`src/rtl/vga_timing_pkg.sv`:
```
// Shared encodings and mode constants for the VGA timing receiver.
// Holds the FSM state type, the default counter width and standard mode timings.
package vga_timing_pkg;

    typedef enum logic [1:0] {
        S_SEARCH = 2'd0,
        S_TRACK  = 2'd1,
        S_LOCKED = 2'd2
    } rx_state_t;

    localparam int CW_DEFAULT = 12;

    // 800x600@60: h_start counts sync + back porch from the hsync falling sample.
    localparam int SVGA_H_START  = 216;
    localparam int SVGA_H_ACTIVE = 800;
    localparam int SVGA_H_TOTAL  = 1056;
    localparam int SVGA_V_START  = 27;
    localparam int SVGA_V_ACTIVE = 600;
    localparam int SVGA_V_TOTAL  = 628;

    // 1280x1024@60
    localparam int SXGA_H_START  = 360;
    localparam int SXGA_H_ACTIVE = 1280;
    localparam int SXGA_H_TOTAL  = 1688;
    localparam int SXGA_V_START  = 41;
    localparam int SXGA_V_ACTIVE = 1024;
    localparam int SXGA_V_TOTAL  = 1066;

    localparam int LOCK_FRAMES_DEFAULT = 2;

endpackage

```
`src/rtl/vga_sync_edge.sv`:
```
// Registered falling-edge detect plus saturating position counter for one sync input.
// With VGA_RX_POLARITY_DETECT_EN the pulse level is inferred from the shorter run length.
module vga_sync_edge
    import vga_timing_pkg::*;
#(
    parameter int CW = CW_DEFAULT
) (
    input  logic          clk,
    input  logic          rst,
    input  logic          sync,
    input  logic          step,
    input  logic          restart,
    output logic          fall,
    output logic [CW-1:0] pos,
    output logic          saturated,
    output logic          pol_change
);

    localparam logic [CW-1:0] MAX = '1;

    logic sync_q;
    logic pol;

    always_ff @(posedge clk) begin
        if (rst) begin
            sync_q <= 1'b0;
            pos    <= '0;
        end else begin
            sync_q <= sync;
            if (restart) begin
                pos <= '0;
            end else if (step && (pos != MAX)) begin
                pos <= pos + 1'b1;
            end
        end
    end

    assign saturated = (pos == MAX);
    // Both samples use the same polarity, so a polarity flip never fakes an edge.
    assign fall      = (sync_q ^ pol) & ~(sync ^ pol);

`ifdef VGA_RX_POLARITY_DETECT_EN
    logic [CW-1:0] run;
    logic [CW-1:0] high_len;
    logic [CW-1:0] low_len;
    logic          pol_next;

    always_comb begin
        pol_next = pol;
        if ((high_len != '0) && (low_len != '0) && (high_len != low_len)) begin
            pol_next = (high_len < low_len);
        end
    end

    assign pol_change = (pol_next != pol);

    always_ff @(posedge clk) begin
        if (rst) begin
            run      <= '0;
            high_len <= '0;
            low_len  <= '0;
            pol      <= 1'b0;
        end else begin
            pol <= pol_next;
            if (sync != sync_q) begin
                if (sync_q) begin
                    high_len <= run;
                end else begin
                    low_len <= run;
                end
                run <= '0;
            end else if (step && (run != MAX)) begin
                run <= run + 1'b1;
            end
        end
    end
`else
    assign pol        = 1'b0;
    assign pol_change = 1'b0;
`endif

endmodule

```
`src/rtl/vga_timing_rx.sv`:
```
// VGA timing receiver: measures line/frame period, locks after stable frames, regenerates x/y.
// Optional VGA_RX_POLARITY_DETECT_EN infers sync polarity instead of assuming active-low.
module vga_timing_rx
    import vga_timing_pkg::*;
#(
    parameter int H_START     = SVGA_H_START,
    parameter int H_ACTIVE    = SVGA_H_ACTIVE,
    parameter int V_START     = SVGA_V_START,
    parameter int V_ACTIVE    = SVGA_V_ACTIVE,
    parameter int LOCK_FRAMES = LOCK_FRAMES_DEFAULT,
    parameter int CW          = CW_DEFAULT
) (
    input  logic          clk,
    input  logic          rst,
    input  logic          hsync,
    input  logic          vsync,
    output logic [CW-1:0] x,
    output logic [CW-1:0] y,
    output logic          active,
    output logic          locked,
    output logic [CW-1:0] h_total,
    output logic [CW-1:0] v_total
);

    // active is a valid strobe with no back-pressure: x/y are meaningful only
    // in cycles where active is high and are held at 0 otherwise.

    localparam int LCW = $clog2(LOCK_FRAMES + 1);

    rx_state_t     state;
    rx_state_t     state_next;
    logic [LCW-1:0] lock_cnt;
    logic [LCW-1:0] lock_cnt_next;
    logic [LCW-1:0] lock_cnt_inc;

    logic          hs_fall;
    logic          vs_fall;
    logic [CW-1:0] h_pos;
    logic [CW-1:0] v_pos;
    logic          h_sat;
    logic          v_sat;
    logic          h_pol_change;
    logic          v_pol_change;

    logic          vs_pend;
    logic          bad_acc;
    logic          ref_valid;

    logic          frame_start;
    logic          v_restart;
    logic [CW-1:0] h_pos_inc;
    logic [CW-1:0] v_pos_inc;
    logic          line_bad;
    logic          v_match;
    logic          frame_ok;
    logic          in_window;

    assign frame_start = hs_fall & (vs_pend | vs_fall);
    assign v_restart   = frame_start;

    vga_sync_edge #(.CW(CW)) u_hsync (
        .clk        (clk),
        .rst        (rst),
        .sync       (hsync),
        .step       (1'b1),
        .restart    (hs_fall),
        .fall       (hs_fall),
        .pos        (h_pos),
        .saturated  (h_sat),
        .pol_change (h_pol_change)
    );

    // The vertical counter advances in line units: one step per hsync edge.
    vga_sync_edge #(.CW(CW)) u_vsync (
        .clk        (clk),
        .rst        (rst),
        .sync       (vsync),
        .step       (hs_fall),
        .restart    (v_restart),
        .fall       (vs_fall),
        .pos        (v_pos),
        .saturated  (v_sat),
        .pol_change (v_pol_change)
    );

    assign h_pos_inc = h_sat ? h_pos : (h_pos + 1'b1);
    assign v_pos_inc = v_sat ? v_pos : (v_pos + 1'b1);
    assign line_bad  = hs_fall & (h_pos_inc != h_total);
    // The first complete frame after SEARCH has no trustworthy reference length.
    assign v_match   = ~ref_valid | (v_pos_inc == v_total);
    assign frame_ok  = ~bad_acc & ~line_bad & v_match;
    assign lock_cnt_inc = lock_cnt + 1'b1;

    always_comb begin
        state_next    = state;
        lock_cnt_next = lock_cnt;
        unique case (state)
            S_SEARCH: begin
                if (frame_start) begin
                    state_next    = S_TRACK;
                    lock_cnt_next = '0;
                end
            end
            S_TRACK: begin
                if (frame_start) begin
                    if (frame_ok) begin
                        lock_cnt_next = lock_cnt_inc;
                        if (lock_cnt_inc == LCW'(LOCK_FRAMES)) begin
                            state_next = S_LOCKED;
                        end
                    end else begin
                        lock_cnt_next = '0;
                    end
                end
            end
            S_LOCKED: begin
                if (line_bad || (frame_start && !frame_ok) || h_sat || v_sat) begin
                    state_next = S_SEARCH;
                end
            end
            default: begin
                state_next    = S_SEARCH;
                lock_cnt_next = '0;
            end
        endcase
        if (h_pol_change || v_pol_change) begin
            state_next = S_SEARCH;
        end
    end

    always_ff @(posedge clk) begin
        if (rst) begin
            state    <= S_SEARCH;
            lock_cnt <= '0;
        end else begin
            state    <= state_next;
            lock_cnt <= lock_cnt_next;
        end
    end

    always_ff @(posedge clk) begin
        if (rst) begin
            vs_pend   <= 1'b0;
            h_total   <= '0;
            v_total   <= '0;
            bad_acc   <= 1'b0;
            ref_valid <= 1'b0;
        end else begin
            if (hs_fall) begin
                vs_pend <= 1'b0;
                h_total <= h_pos_inc;
            end else if (vs_fall) begin
                vs_pend <= 1'b1;
            end

            if (frame_start) begin
                v_total <= v_pos_inc;
                bad_acc <= 1'b0;
            end else if (line_bad) begin
                bad_acc <= 1'b1;
            end

            if (state == S_SEARCH) begin
                ref_valid <= 1'b0;
            end else if (frame_start) begin
                ref_valid <= 1'b1;
            end
        end
    end

    assign locked = (state == S_LOCKED);

    assign in_window = locked
                     && (h_pos >= CW'(H_START)) && (h_pos < CW'(H_START + H_ACTIVE))
                     && (v_pos >= CW'(V_START)) && (v_pos < CW'(V_START + V_ACTIVE));

    always_ff @(posedge clk) begin
        if (rst) begin
            active <= 1'b0;
            x      <= '0;
            y      <= '0;
        end else begin
            active <= in_window;
            x      <= in_window ? (h_pos - CW'(H_START)) : '0;
            y      <= in_window ? (v_pos - CW'(V_START)) : '0;
        end
    end

endmodule
```
`config.mk`:
```
export PLATFORM = sky130hd
export DESIGN_NAME = vga_timing_rx
export DESIGN_NICKNAME = d
export VERILOG_FILES = /design/src/rtl/vga_timing_pkg.sv /design/src/rtl/vga_sync_edge.sv /design/src/rtl/vga_timing_rx.sv
export SDC_FILE = /design/constraint.sdc
export NUM_CORES = 1
export LEC_CHECK = 0
export ABC_AREA = 1
export BUFFER_PORTS_ARGS = -buffer_cell sky130_fd_sc_hd__buf_4
export CORE_ASPECT_RATIO = 0.7
export CORE_MARGIN = 5
export CORE_UTILIZATION = 50
export CTS_CLUSTER_SIZE = 25
export DETAILED_ROUTE_END_ITERATION = 10
export GPL_TIMING_DRIVEN = 1
export PLACE_DENSITY = 0.83
export RECOVER_POWER = 50
export SYNTH_ARGS = -nofsm -noshare
export SYNTH_HDL_FRONTEND = slang
export SYNTH_SLANG_ARGS = --single-unit
```
`constraint.sdc`:
```
create_clock -name clk -period 2.1 [get_ports clk]
set_clock_uncertainty 0.2 [all_clocks]
set_input_delay 0.21 -clock clk [delete_from_list [all_inputs] [get_ports clk]]
set_output_delay 0.21 -clock clk [all_outputs]
set_load 0.02 [all_outputs]
```
# Word-level counts from Yosys, hierarchy flattened
# Index checks and enable logic that the tools add are counted.
[classes] addsub=5 n_lt_le_gt_ge=4 eq_ne=14 n_mux=12 bitwise=15 n_reduce_logical=17
[ops] op="adder 12 x 1 -> 12 bit, second input constant" n=2
[ops] op="== test 12 bit, second input constant" n=2
[ops] op="less-than comparator 12 x 10 -> 1 bit, second input constant" n=2
[ops] op="two-way mux 12 bit" n=2
[ops] op="!= test 12 bit, second input constant" n=2
[ops] op="two-way mux 2 bit" n=8
[ops] op="== test 12 bit" n=1
[ops] op="greater-or-equal comparator 12 x 5 -> 1 bit, second input constant" n=1
[ops] op="greater-or-equal comparator 12 x 8 -> 1 bit, second input constant" n=1
[ops] op="!= test 12 bit" n=1
[ops] op="one-hot mux 2 bit (3 select lines)" n=2
[ops] op="subtractor 12 x 5 -> 12 bit, second input constant" n=1
[ops] op="subtractor 12 x 8 -> 12 bit, second input constant" n=1
[ops] op="!= test 2 bit, second input constant" n=4
[ops] op="OR reduction 2 bit" n=4
[ops] op="inverter 1 bit" n=7
[ops] op="AND 1 bit" n=6
[ops] op="logical AND 1 bit" n=6
[ops] op="AND reduction 5 bit" n=1
[ops] op="== test 2 bit, second input constant" n=2
[ops] op="logical OR 1 bit" n=3
[ops] op="AND reduction 3 bit" n=1
[ops] op="adder 2 x 1 -> 2 bit, second input constant" n=1
[ops] op="== test 2 x 1 -> 1 bit, second input constant" n=1
[ops] op="4 further kinds" n=5
[totals] ff_bits=82 in_bits=4

# Longest topological paths before layout
[logic_depth] word_depth=14 depth_mapped=20

# By module
# A second synthesis with hierarchy kept.
[unflattened] cells_unflattened=743 hier_area_um2=4757.1
[modules_own_cells] module="vga_timing_rx" instances=1 cells_each=521 area_each_um2=3293.2
[modules_own_cells] module="vga_sync_edge" instances=2 cells_each=111 area_each_um2=732.0

# Worst setup path after synthesis
# Ideal clock, no wire load.
[synth_path] path_kind="reg2reg" startpoint="register u_hsync.pos[0]" endpoint="register state[1]" setup_time_ns=0.112 arrival_ns=1.917 t_required_ns=1.788 slack_ns=-0.128 path_stages_with_launch=20 path_buffers=1 path_cell_list="dfxtp_1 -> ha_1 -> nand2_2 -> nor2_4 -> nand3_4 -> buf_6 -> nand2_2 -> nand2_1 -> nand2_1 -> nand2_1 -> nand3_1 -> nor2_1 -> nand2_1 -> nand2_1 -> nand3_1 -> nand2_1 -> nand2_1 -> nand2_1 -> nor2_1 -> nor2_1"
[synth_between] elab_chain_cells=14 word_cells_on_any_way=16 cone_classes="add/sub: 1; eq/ne: 4; mux: 1; bitwise: 4; reduce/logical: 6"
[synth_rtl] element="start: declaration" line="vga_sync_edge.sv:14" source="output logic [CW-1:0] pos,"
[synth_rtl] element="start signal: assignment" line="vga_sync_edge.sv:33" source="pos <= pos + 1'b1;"
[synth_rtl] element="adder 12 x 1 -> 12 bit or == test 12 bit (tied branches)" line="vga_timing_rx.sv:86, vga_sync_edge.sv:38"
[synth_rtl] element="two-way mux 12 bit" line="vga_timing_rx.sv:86" source="assign h_pos_inc = h_sat ? h_pos : (h_pos + 1'b1);"
[synth_rtl] element="!= test 12 bit" line="vga_timing_rx.sv:88" source="assign line_bad = hs_fall & (h_pos_inc != h_total);"
[synth_rtl] element="AND 1 bit" line="vga_timing_rx.sv:88"
[synth_rtl] element="inverter 1 bit" line="vga_timing_rx.sv:91" source="assign frame_ok = ~bad_acc & ~line_bad & v_match;"
[synth_rtl] element="AND 1 bit (2 in series)" line="vga_timing_rx.sv:91"
[synth_rtl] element="logical NOT 1 bit" line="vga_timing_rx.sv:117" source="if (line_bad || (frame_start && !frame_ok) || h_sat || v_sat) begin"
[synth_rtl] element="logical AND 1 bit" line="vga_timing_rx.sv:117"
[synth_rtl] element="logical OR 1 bit (3 in series)" line="vga_timing_rx.sv:117"
[synth_rtl] element="!= test 2 x 1 -> 1 bit (no line)"
[synth_rtl] element="AND reduction 5 bit (no line) *"
[synth_rtl] element="end signal: assignment" line="vga_timing_rx.sv:136" source="state <= state_next;"
[synth_rtl] element="end: declaration" line="vga_timing_rx.sv:30" source="rx_state_t state;"
# Every way passes the cells marked *; elsewhere a longest branch is shown, timed or not.
# A chain may end at the register's enable or synchronous reset.

# Final worst setup path
# Same ends and word-level chain as after synthesis.

==> run_results.csv <==
group,metric,value,unit
run_status,status,"finished with violations",
run_status,violations,"setup timing",
yosys,ys_ff_latch,82,
sta,grt_setup_unrepaired,"true",
global_routing,gr-usage-met3,6.72,%
sta,hold_slack,27.6,ps
global_routing,grt_pass1_vias,4281,
placement,gp_congestion,0.898,
placement,hpwl,8950,um
sta,setup_ws,-379,ps
die,core_area,7970,um2
cts,cts.clk_slew.worst_paths,60,ps
yosys,synthCells,605,
sta,slew_violations,0,
cts,clock_latency,350,ps
yosys,synth_area_per_cell,6.84,um2
routing,drcViolationCount,0,
power_and_ir_drop,p_per_area,643,nW/um2
yosys,synth-async-reset-ratio,0,%
global_routing,grt_use_met1,33.5,%
global_routing,grt_pass1_wl,20500,um
yosys,yosysWarnings,0,
critical_path,startpoint_type,"register",
die,dieArea,10200,um2
die,ioPinCount,54,
global_routing,grt_max_degree,22,
yosys,synth_ff_type,"dfxtp_1",
die,fp-row-count,27,
power_and_ir_drop,ir_worst_vdd,492,uV
yosys,yosysUniqueCellTypes,39,
cts,cts_buffer_depth,2,
yosys,syn_nets,613,
cts,cts-root-buf,"clkbuf_16",
placement,portBuffers,53,
routing,wl_per_cell,15.7,um
cts,cts_tree,"yes",
routing,dr.pass1.iters,5,
power_and_ir_drop,power.total,3.70,mW
cells_and_area,nNetsFinal,760,
sta,final.setup.tns,-1810,ps
critical_path,path_max_fanout,3,
global_routing,grt_busiest_layer,"met2",
global_routing,grtUsageTotal,24.9,%
global_routing,use_met2,39.1,%
yosys,seq_area_frac_synth,39.7,%
sta,setup_viol,22,
routing,drt-total-wl,13500,um
job,maxCapViolCount,0,
critical_path,cp-end-kind,"register",
die,die_h,86.1,um
routing,viasPerCell,5.57,
cts,cts_sinks,82,
die,initial_utilization,51.9,%
routing,vias,4778,
yosys,synth-edff-count,0,
global_routing,grt-ovfl-total,0,
power_and_ir_drop,leakagePower,2.69,nW
cts,cts_inserted_buffers,9,
routing,postRouteAntennaNets,0,
critical_path,crit_required,2170,ps
cells_and_area,drive_gt1_share,27.9,%
critical_path,path_class,"reg -> reg",
hold_path,hp-class,"in -> reg",
yosys,syn-cell-area,4140,um2
cells_and_area,syn_to_final_growth,39.1,%
sta,max_freq,403,MHz
global_routing,antenna_found_initial,0,
placement,place_ws,-430,ps
sta,layout_min_cycle_time,2480,ps
die,die_width,119,um
cells_and_area,layout_commonest_cell,"nand2_1",
routing,drtIter0Drc,532,
cells_and_area,n_antenna_cell,0,
critical_path,cp.arrival,2550,ps
cts,cts_max_level,3,
cells_and_area,final_util,72.2,%
cells_and_area,fillers,617,
sta,fin_crit_sh,118,%
cells_and_area,mostFrequentLayoutCells,"131 x nand2_1, 89 x inv_1, 89 x buf_4",
sta,hold_viol_final,0,
worst paths after layout:
| path | from | endpoint | slack [ps] | cells after the start |
|---|---|---|---|---|
| worst min register to register | u_hsync.pos[3]$_SDFFE_PP0N_ | x[3]$_SDFF_PP0_ | 260 | 1 |
| worst min-delay path | rst | v_total[8]$_SDFFE_PP0P_ | 30 | 4 |
| worst max-delay path | u_hsync.pos[0]$_SDFFE_PP0N_ | state[1]$_SDFFE_PP0P_ | -380 | 18 |
| worst max register to register | u_hsync.pos[0]$_SDFFE_PP0N_ | state[1]$_SDFFE_PP0P_ | -380 | 18 |
power breakdown:
group	internal [mW]	total (mW)	switching, mW
combinational	0.160	0.384	0.224
sequential	1.58	1.61	0.0260
clock	1.07	1.71	0.639
total	2.81	3.70	0.889
cells in the mapped netlist (all sizes together), types with 2 or more instances:
master,instances,area share [%]
nor2,75,8.3
nand2,157,15
nand4,22,3.3
buf,11,2.1
inv,97,8.8
clkinv,2,0.18
clkbuf,7,0.64
or2,4,0.60
a21oi,24,2.9
dfxtp,82,40
nor3,5,0.60
a31oi,2,0.30
nand3,57,8.0
o21ai,25,3.0
ha,4,1.2
xor2,4,0.85
o22ai,16,2.4
registers in the layout, summed over array words and instances, names as in the netlist:
signal and cells:
v_total 12, u_hsync.pos 12, u_hsync.sync_q 1, state 2
y 12, h_total 12, bad_acc 1, x 12
ref_valid 1, u_vsync.sync_q 1, vs_pend 1, lock_cnt 2
active 1, u_vsync.pos 12
what timing repair did:
action                                  4_1_cts  5_1_grt
resized for setup                            24       59
hold endpoints to repair                      3        0
endpoints found under the setup margin       29       45
buffers inserted                              3        7
cloned                                        4        2
pin swaps                                     8       22
hold buffers                                  5        0
routing by layer:
metal  wire length (um)  vias up
met4                232        0
met1               5750     2201
li1                   -     2243
met5                  0        -
met2               6050      309
met3               1460       25
logic make-up (layout without fill, tap and decap cells):
family / after synthesis / after routing / synth area share (%)
XOR/XNOR: 5 / 5 / 1.06
AO/OA/AOI/OAI: 75 / 75 / 10.2
buffers and inverters: 117 / 267 / 11.8
AND/OR/NAND/NOR: 321 / 323 / 36.0
other: 1 / 1 / 0.0907
adder cells (fa/ha/maj): 4 / 4 / 1.21
flip-flops: 82 / 82 / 39.7
critical path, stage by stage, from the launching register on:
cell,delay (ps)
dfxtp_4,360
ha_4,170
buf_4,130
xnor2_1,170
buf_4,160
nand2_1,60
nand2_1,70
nand2_1,60
nor2_1,140
nand3_2,120
nor2_4,130
nand2_2,80
nand2_2,90
nand3_2,80
nand2_2,80
nand2_2,50
nand2_1,80
nor2_1,40
nor2_1,110
cell type report:
class                           instances  area, um2  share of cell area (%)
Clock buffer                           11        243                    4.22
Clock inverter                          5       77.6                    1.35
Inverter                               99        379                    6.59
Multi-Input combinational cell        408       2250                    39.1
Sequential cell                        82       1660                    28.9
Tap cell                              101        126                    2.20
Timing Repair Buffer                  151       1010                    17.5
Timing Repair inverter                  1       7.51                   0.130
stage by stage:
step           instance area, um2  instances
2_1_floorplan                4170        605
3_3_place_gp                 5200        823
3_5_place_dp                 5200        823
4_1_cts                      5730        851
5_1_grt                      5760        858
6_report                     5760        858
Power figures use the tool's default switching activity.
